$ cat src/rtl/alu_wb_buffer.sv
// In-order writeback FIFO between the ALU and the register-file write port.
// Captures {result, zero, rd}; rd == 0 pushes are accepted but never stored.
module alu_wb_buffer #(
    parameter int unsigned DATA_W = 64,
    parameter int unsigned RD_W   = 5,
    parameter int unsigned DEPTH  = 4
) (
    input  logic                     clk,
    input  logic                     rst_n,
    input  logic                     flush,
    input  logic                     in_valid,
    output logic                     in_ready,
    input  logic [DATA_W-1:0]        in_result,
    input  logic                     in_zero,
    input  logic [RD_W-1:0]          in_rd,
    output logic                     wb_valid,
    input  logic                     wb_ready,
    output logic [DATA_W-1:0]        wb_data,
    output logic [RD_W-1:0]          wb_rd,
    output logic                     wb_zero,
    output logic [$clog2(DEPTH):0]   count,
    output logic                     last_zero
);

    localparam int unsigned PTR_W = $clog2(DEPTH);
    localparam int unsigned CNT_W = PTR_W + 1;

    typedef struct packed {
        logic [DATA_W-1:0] data;
        logic              zero;
        logic [RD_W-1:0]   rd;
    } entry_t;

    entry_t           mem [DEPTH];
    logic [PTR_W-1:0] wr_ptr;
    logic [PTR_W-1:0] rd_ptr;
    logic             store;
    logic             pop;

    // Full buffer still accepts when the head drains in the same cycle.
    assign in_ready = (count < CNT_W'(DEPTH)) || wb_ready;
    assign wb_valid = (count != '0);
    assign store    = in_valid && in_ready && (in_rd != '0);
    assign pop      = wb_valid && wb_ready;

    assign wb_data  = mem[rd_ptr].data;
    assign wb_rd    = mem[rd_ptr].rd;
    assign wb_zero  = mem[rd_ptr].zero;

    // Storage array; contents are only meaningful below count.
    always_ff @(posedge clk) begin
        if (store) begin
            mem[wr_ptr] <= '{data: in_result, zero: in_zero, rd: in_rd};
        end
    end

    // Pointers, occupancy and last popped zero flag; flush overrides traffic.
    always_ff @(posedge clk or negedge rst_n) begin
        if (!rst_n) begin
            wr_ptr    <= '0;
            rd_ptr    <= '0;
            count     <= '0;
            last_zero <= 1'b0;
        end else if (flush) begin
            wr_ptr    <= '0;
            rd_ptr    <= '0;
            count     <= '0;
        end else begin
            if (store) begin
                wr_ptr <= wr_ptr + PTR_W'(1);
            end
            if (pop) begin
                rd_ptr    <= rd_ptr + PTR_W'(1);
                last_zero <= mem[rd_ptr].zero;
            end
            count <= count + CNT_W'(store) - CNT_W'(pop);
        end
    end

endmodule

$ cat config.mk
export PLATFORM = sky130hd
export DESIGN_NAME = alu_wb_buffer
export DESIGN_NICKNAME = d
export VERILOG_FILES = /design/src/rtl/alu_wb_buffer.sv
export SDC_FILE = /design/constraint.sdc
export NUM_CORES = 1
export LEC_CHECK = 0
export ABC_AREA = 1
export CORE_ASPECT_RATIO = 2
export CORE_MARGIN = 5
export CORE_UTILIZATION = 45
export DETAILED_ROUTE_END_ITERATION = 12
export HOLD_SLACK_MARGIN = 0.12
export PLACE_DENSITY_LB_ADDON = 0.05
export SLEW_MARGIN = 20
export SYNTH_ARGS = -nofsm -noshare
export SYNTH_HDL_FRONTEND = slang
export SYNTH_SLANG_ARGS = --single-unit
$ cat constraint.sdc
create_clock -name clk -period 13.9 [get_ports clk]
set_clock_uncertainty 0.1 [all_clocks]
set_input_delay 2.78 -clock clk [delete_from_list [all_inputs] [get_ports clk]]
set_output_delay 2.78 -clock clk [all_outputs]
set_load 0.005 [all_outputs]
# Yosys cells after proc, flatten, opt, wreduce, memory -nomap -nowiden
# Memories as Yosys holds them, arrays and structs flattened.
# Cells that the tools add are included.
# Widths: inputs -> output; s select.
[totals] regBits=8 ram_bits=280 out_inout_bits=76 word_cells=27 memories=1
[classes] add_sub_neg=4 order_cmp=1 muxes=7 bitwise_logic=1 reduce_logical=9
[memory_table] name="mem" words=4 word_bits=70 read_ports=1 rd_ports_with_merged_regs=0 wr=1 line_no="34" text="entry_t mem [DEPTH];"
[ops] cell="$mux 2" count=4
[ops] cell="$reduce_bool 5->1" count=1
[ops] cell="$add 2x1->2 const B" count=2
[ops] cell="$reduce_bool 2->1" count=2
[ops] cell="$add 3x1->3" count=1
[ops] cell="$logic_and 1x1->1" count=3
[ops] cell="$lt 3x3->1 const B" count=1
[ops] cell="$mux 3" count=1
[ops] cell="$reduce_bool 3->1" count=1
[ops] cell="$sub 3x1->3" count=1
[ops] cell="$mux 1" count=2
[ops] cell="$reduce_and 2->1" count=1
[ops] cell="$logic_or 1x1->1" count=1
[ops] cell="$not 1->1" count=1

# Logic depth before layout (Yosys ltp)
# Gate-level depths: netlist (run 1).
[depth] depth_word=7 depth_mapped=12 mapped_depth_nobuf=12

# Worst setup path before layout (run 1)
# OpenSTA, ideal clock, no wires.
[synth_path] path_type="input to register" from="input wb_ready" to="memory mem[0][0] in the netlist's numbering, enable pin" arrival_time_ns=6.158 t_required_ns=13.301 path_slack_ns=7.143 cell_stages=4 path_buffers=0 path_cell_list="inv_1 > a21oi_1 > nand2_1 > nor2_1"
[synth_between] elab_chain_len=5
[synth_lines] item="start, declared" line_no="17" text="input logic wb_ready,"
[synth_lines] item="$logic_or 1x1->1" line_no="41" text="assign in_ready = (count < CNT_W'(DEPTH)) || wb_ready;"
[synth_lines] item="$logic_and 1x1->1 (2 in series)" line_no="43" text="assign store = in_valid && in_ready && (in_rd != '0);"
[synth_lines] item="$mux 1" line_no="52" text="if (store) begin"
[synth_lines] item="$mux 1 (not written as such)" line_no="53" text="mem[wr_ptr] <= '{data: in_result, zero: in_zero, rd: in_rd};"
[synth_lines] item="end, declared" line_no="34"
# No other way between the ends.

# Final worst setup path (run 1)
[layout_path] from="input wb_ready" to="output in_ready"
[layout_between] elab_chain_len=1
[layout_lines] item="$logic_or 1x1->1" line_no="41"
[layout_lines] item="end, declared" line_no="12" text="output logic in_ready,"
# No other way between the ends.

==> results.sh, run 1 <==
export IMPL_final_cell_mix="edfxtp_1, clkdlybuf4s50_1, nor2_1"
export IMPL_met3_length_um=1140
export IMPL_p_total_w=0.00237
export IMPL_fmax_mhz=148
export IMPL_cts_made_buffers=25
export IMPL_synth_seq_cells=288
export IMPL_crit_cells=4
export IMPL_postCtsSetupBuffers=0
export IMPL_vias=6597
export IMPL_synthXorXnorAreaFrac_pct=0.0802
export IMPL_crit_slowest_cell="clkdlybuf4s50_1"
export IMPL_status="complete, no violations"
export IMPL_cts_tree="yes"
export IMPL_antenna_found_initial=0
export IMPL_die_x_um=120
export IMPL_critPathMaxFanout=2
export IMPL_synth_fp_nets=836
export IMPL_wirelength_um=24600
export IMPL_r2r_start="count[2]"
export IMPL_area_growth_pct=22.2
export IMPL_drv_cap=0
export IMPL_p_comb_share_pct=27.4
export IMPL_die_area_um2=27700
export IMPL_layout_min_cycle_time_ns=6.75
export IMPL_hold_viol=0
export IMPL_crit_type="input pin to output port"
export IMPL_dp_hpwl_um=13900
export IMPL_grt_pass1_vias=7077
export IMPL_r2r_end="mem[3][46]"
export IMPL_viasPerCell=5.51
export IMPL_yosys_area_share_simple_pct=6.35
export IMPL_synth_area_um2=10900
export IMPL_power_density_nw_per_um2=177
export IMPL_rsz0062_at_grt="false"
export IMPL_synth_compound_area_share_pct=10.5
export IMPL_ir_worst_vdd_uv=132
export IMPL_setup_violations=0
export IMPL_drt_iter0_markers=439
export IMPL_grt_start_max_net_pins=93
export IMPL_r2r_slack_ns=10.73
export IMPL_slew_violations=0
export IMPL_fp_row_count=80
export IMPL_hold_path_startpoint="last_zero"
export IMPL_synth_top_family_by_area="compound AO/OA/AOI/OAI gates"
export IMPL_layout_drive_gt1_share_pct=5.49
export IMPL_drtPass1Iterations=4
export IMPL_cts_buffer_depth=3
export IMPL_gp_congestion=0.738
export IMPL_seq_area_frac_synth_pct=78.8
export IMPL_cts_hold_buffers=0
export IMPL_final_common_cell="edfxtp_1"
export IMPL_reg2regPathDepth=4
export IMPL_grt_usage_pct=17.5
export IMPL_p_sw_w=0.000670
export IMPL_path_buf_inv=3
export IMPL_crit_chain="clkdlybuf4s50_1 -> inv_1 -> nand2_1 -> clkdlybuf4s50_1"
export IMPL_antenna_cells=0
export IMPL_wl_per_cell_um=20.5
export IMPL_crit_end="in_ready"
export IMPL_initial_core_util_pct=45.6
export IMPL_avgSynthCellArea_um2=14.5
export IMPL_cts_sinks=288
export IMPL_leakage_nw=4.47
export IMPL_holdPathStages=2
export IMPL_pwr_share_seq_pct=44.9
export IMPL_p_int_w=0.00170
export IMPL_worst_pin_slew_ns=0.944
export IMPL_whs_ns=0.419
export IMPL_final_cells=1197
export IMPL_cp_end_kind="output port"
export IMPL_clkSlewWorstSetupHoldPaths_ns=0.06
export IMPL_h_tree_depth=1
export IMPL_synthAdderAreaFrac_pct=0.756
export IMPL_hold_path_class="flip-flop to flip-flop"
export IMPL_nets=974
export IMPL_tns_ns=0
export IMPL_io_pin_count=151
export IMPL_sw_frac_of_total_pct=28.3
export IMPL_wl_met1_um=9240
export IMPL_period_share_pct=48.6
export IMPL_die_height_um=230
export IMPL_wl_met2_um=13600
export IMPL_yosysUniqueCellTypes=22
export IMPL_cp_start_kind="input pin"
export IMPL_drcViolationCount=0
export IMPL_cts_resized=0
export IMPL_cp_slowest_stage_delay_ns=0.49
export IMPL_synth_mux_area_share_pct=0
export IMPL_worstSetupStartpoint="wb_ready"
export IMPL_insertion_delay_ns=0.51
export IMPL_portBuffers=150
export IMPL_syn_inst=755
export IMPL_dp_cells=1153
export IMPL_cts_root_buf="clkbuf_16"
export IMPL_critical_path_top_delay_family="buffers and inverters"
export IMPL_critPathMostFrequentCell="clkdlybuf4s50_1"
export IMPL_slew_headroom_pct=37.1
export IMPL_postRouteAntennaNets=0
export IMPL_arrival_ns=3.87
export IMPL_required_ns=11.02
export IMPL_power_share_clock_pct=27.7
export IMPL_yosys_warnings=0
export IMPL_core_area_um2=23900
export IMPL_grt_first_pass_wirelength_um=37800
export IMPL_highest_layer="met4"
export IMPL_grt_ovfl_total=0
-- power groups by stage --
stage	registers, W	logic [W]	clock network [W]
3_3_place_gp	0.00108	0.000647	0
2_1_floorplan	0.00107	0.000331	0
3_5_place_dp	0.00108	0.000661	0
6_report	0.00106	0.000648	0.000656
5_1_grt	0.00107	0.000712	0.000709
4_1_cts	0.00106	0.000664	0.000674
-- cell usage after synthesis --
library cell	n	area [µm²]
clkinv_1	1	3.75
edfxtp_1	280	8410
dfrtp_1	8	200
buf_8	1	15.0
nor2_1	149	559
o22ai_1	69	432
a21oi_1	2	10.0
xor2_1	1	8.76
buf_6	13	146
clkinv_2	1	5.00
ha_1	5	62.6
inv_1	20	75.1
clkbuf_2	1	5.00
nand3_1	10	50.1
clkbuf_1	23	86.3
o21ai_1	20	100
nand2_1	19	71.3
nand4_1	2	12.5
buf_2	8	40.0
fa_1	1	20.0
inv_4	1	6.26
o21ai_0	120	601
-- state kept, by name (all words and copies together) (netlist names) --
signal / cells
wr_ptr: 2
count: 3
last_zero: 1
rd_ptr: 2
mem: 280
-- routing by layer --
| metal | track usage, % | up-vias |
|---|---|---|
| met1 | 18.9 | 3327 |
| met3 | 2.98 | 29 |
| met5 | 0 | - |
| met4 | 6.06 | 0 |
| met2 | 33.8 | 158 |
| li1 | - | 3083 |
-- tightest hold or removal path, stage by stage, from the launching register on --
cell and delay [ns]:
dfrtp_1 0.34, o21ai_0 0.08, nand2_1 0.06
-- how the worst min path moves through the flow --
stage	end
after floorplan	last_zero
after detailed placement	last_zero
after CTS	last_zero
final	last_zero
after global routing	last_zero
after global placement	last_zero
-- metrics by stage --
step	utilization, %	cell area (µm²)	worst slack, ns
2_1_floorplan	-	10900	7.14
3_3_place_gp	52.6	12600	7.15
3_5_place_dp	52.6	12600	7.14
4_1_cts	55.8	13300	7.14
5_1_grt	55.8	13300	7.11
6_report	55.8	13300	7.15
-- cell families (layout without fill, tap and decap cells) --
group	Yosys count	count (layout)
buf+inv	69	224
xor+xnor	1	1
simple gates	180	180
fa+ha+maj	6	6
compound gates	211	211
flops	288	288
-- layout make-up --
| cell class | instances | area, µm² |
|---|---|---|
| sequential | 288 | 8610 |
| clock buffer | 28 | 637 |
| inverter | 23 | 91.3 |
| multi-input combinational | 398 | 1960 |
| tap | 287 | 359 |
| clock inverter | 16 | 130 |
| timing repair buffer | 157 | 1550 |
| fill | 1982 | 10600 |
Note: power is estimated with default switching activity, not from simulation.
==> run 2: changes to the inputs <==
==> constraint.sdc (replaced) <==
create_clock -name clk -period 5.9 [get_ports clk]
set_clock_uncertainty 0.1 [all_clocks]
set_input_delay 1.18 -clock clk [delete_from_list [all_inputs] [get_ports clk]]
set_output_delay 1.18 -clock clk [all_outputs]
set_load 0.005 [all_outputs]
==> results.sh, run 2 (synthesis gave the netlist of run 1 again) <==
export IMPL_status="complete, no violations"
export IMPL_postRouteAntennaNets=0
export IMPL_drt_iter0_markers=408
export IMPL_die_area_um2=27700
export IMPL_antenna_cells=0
export IMPL_cts_hold_buffers=0
export IMPL_final_cells=1205
export IMPL_die_x_um=120
export IMPL_slew_violations=0
export IMPL_drv_cap=0
export IMPL_layout_min_cycle_time_ns=4.41
export IMPL_fmax_mhz=227
export IMPL_cts_root_buf="clkbuf_16"
export IMPL_grt_start_max_net_pins=107
export IMPL_cts_sinks=288
export IMPL_top_register="mem"
export IMPL_layout_drive_gt1_share_pct=5.45
export IMPL_final_common_cell="edfxtp_1"
export IMPL_dp_cells=1158
export IMPL_grt_ovfl_total=0
export IMPL_arrival_ns=3.13
export IMPL_cts_tree="yes"
export IMPL_drtPass1Iterations=4
export IMPL_top_regs="mem: 280 flops, count: 3 flops"
export IMPL_area_growth_pct=23.2
export IMPL_antenna_found_initial=0
export IMPL_setup_violations=0
export IMPL_leakage_nw=4.53
export IMPL_nets=981
export IMPL_power_density_nw_per_um2=418
export IMPL_viasPerCell=5.46
export IMPL_hold_viol=0
export IMPL_period_share_pct=74.8
export IMPL_postCtsSetupBuffers=0
export IMPL_hold_path_class="flip-flop to flip-flop"
export IMPL_initial_core_util_pct=45.6
export IMPL_core_area_um2=23900
export IMPL_ir_worst_vdd_uv=298
export IMPL_dp_slack_ns=1.76
export IMPL_h_tree_depth=1
export IMPL_cp_end_kind="output port"
export IMPL_tns_ns=0
export IMPL_timing_final_ws_setup_ns=1.49
export IMPL_rsz0062_at_grt="false"
export IMPL_drcViolationCount=0
export IMPL_fin_util_pct=56.2
export IMPL_gp_congestion=0.773
export IMPL_final_cell_mix="edfxtp_1, clkdlybuf4s50_1, nor2_1"
export IMPL_cp_start_kind="flip-flop"
export IMPL_largest_register_ffs=280
export IMPL_die_height_um=230
export IMPL_wirelength_um=25200
export IMPL_slew_headroom_pct=29.1
export IMPL_n_fill_cell=1953
export IMPL_portBuffers=150
export IMPL_dp_hpwl_um=14300
export IMPL_clkSlewWorstSetupHoldPaths_ns=0.06
export IMPL_insertion_delay_ns=0.52
export IMPL_cts_made_buffers=26
export IMPL_worst_pin_slew_ns=1.06
export IMPL_crit_type="flip-flop to output port"
export IMPL_critPathMaxFanout=105
export IMPL_grt_pass1_vias=6725
export IMPL_required_ns=4.62
export IMPL_grt_first_pass_wirelength_um=38200
export IMPL_wl_per_cell_um=20.9
export IMPL_io_pin_count=151
export IMPL_vias=6583
export IMPL_cts_resized=0
export IMPL_fp_row_count=80
export IMPL_grt_usage_pct=17.8
export IMPL_cts_buffer_depth=3
==> run 2: cell count changes in the layout (fill, tap and decap cells not counted), sizes merged <==
cell | before | now
buf | 7 | 13
bufinv | 2 | 1
clkbuf | 28 | 34
clkinv | 12 | 13
clkinvlp | 3 | 0
inv | 22 | 21
==> run 2: critical path: stages, from the launching register on <==
cell and delay, ns:
dfrtp_4 0.64, inv_6 0.62, buf_4 0.39, o21ai_1 0.09, o22ai_1 0.27, clkdlybuf4s50_1 0.56
==> run 2: where the power goes <==
group / switching, W / total, W / internal (W)
registers: 0.0000708 / 0.00249 / 0.00242
clock network: 0.000687 / 0.00156 / 0.000874
logic: 0.000830 / 0.00157 / 0.000743
total: 0.00159 / 0.00563 / 0.00404
==> run 2: path summary, 6_finish.rpt <==
kind                           start           to  slack [ns]  depth (start not counted)
max in group asynchronous      rst_n    rd_ptr[0]        4.51                          1
max                        rd_ptr[0]  wb_data[55]        1.49                          5
min in group asynchronous      rst_n    last_zero        0.86                          1
min reg2reg                last_zero    last_zero        0.41                          2
max reg2reg                 count[2]   mem[1][56]        3.15                          4
min                        last_zero    last_zero        0.41                          2
==> run 2: per-layer routing <==
layer | vias up | GRT usage (%) | part of all wire [%]
met2 | 169 | 32.8 | 54
met3 | 29 | 3.30 | 5.1
met4 | 0 | 5.34 | 2.2
met1 | 3279 | 21.0 | 39
met5 | - | 0 | 0
li1 | 3106 | - | -
==> run 2: through the flow <==
step | hold WS, ns | power, W | area (µm²)
6_report | 0.414 | 0.00563 | 13500
5_1_grt | 0.480 | 0.00593 | 13500
4_1_cts | 0.421 | 0.00569 | 13400
3_5_place_dp | 0.407 | 0.00412 | 12600
3_3_place_gp | 0.395 | 0.00410 | 12600
2_1_floorplan | 0.391 | 0.00329 | 10900
==> run 2: area by class of cell <==
| class | count | area (µm²) | area share, % |
|---|---|---|---|
| Clock buffer | 34 | 702 | 5.22 |
| Clock inverter | 12 | 72.6 | 0.539 |
| Inverter | 23 | 92.6 | 0.688 |
| Multi-Input combinational cell | 398 | 1960 | 14.5 |
| Sequential cell | 288 | 8610 | 64.0 |
| Tap cell | 287 | 359 | 2.67 |
| Timing Repair Buffer | 163 | 1660 | 12.3 |
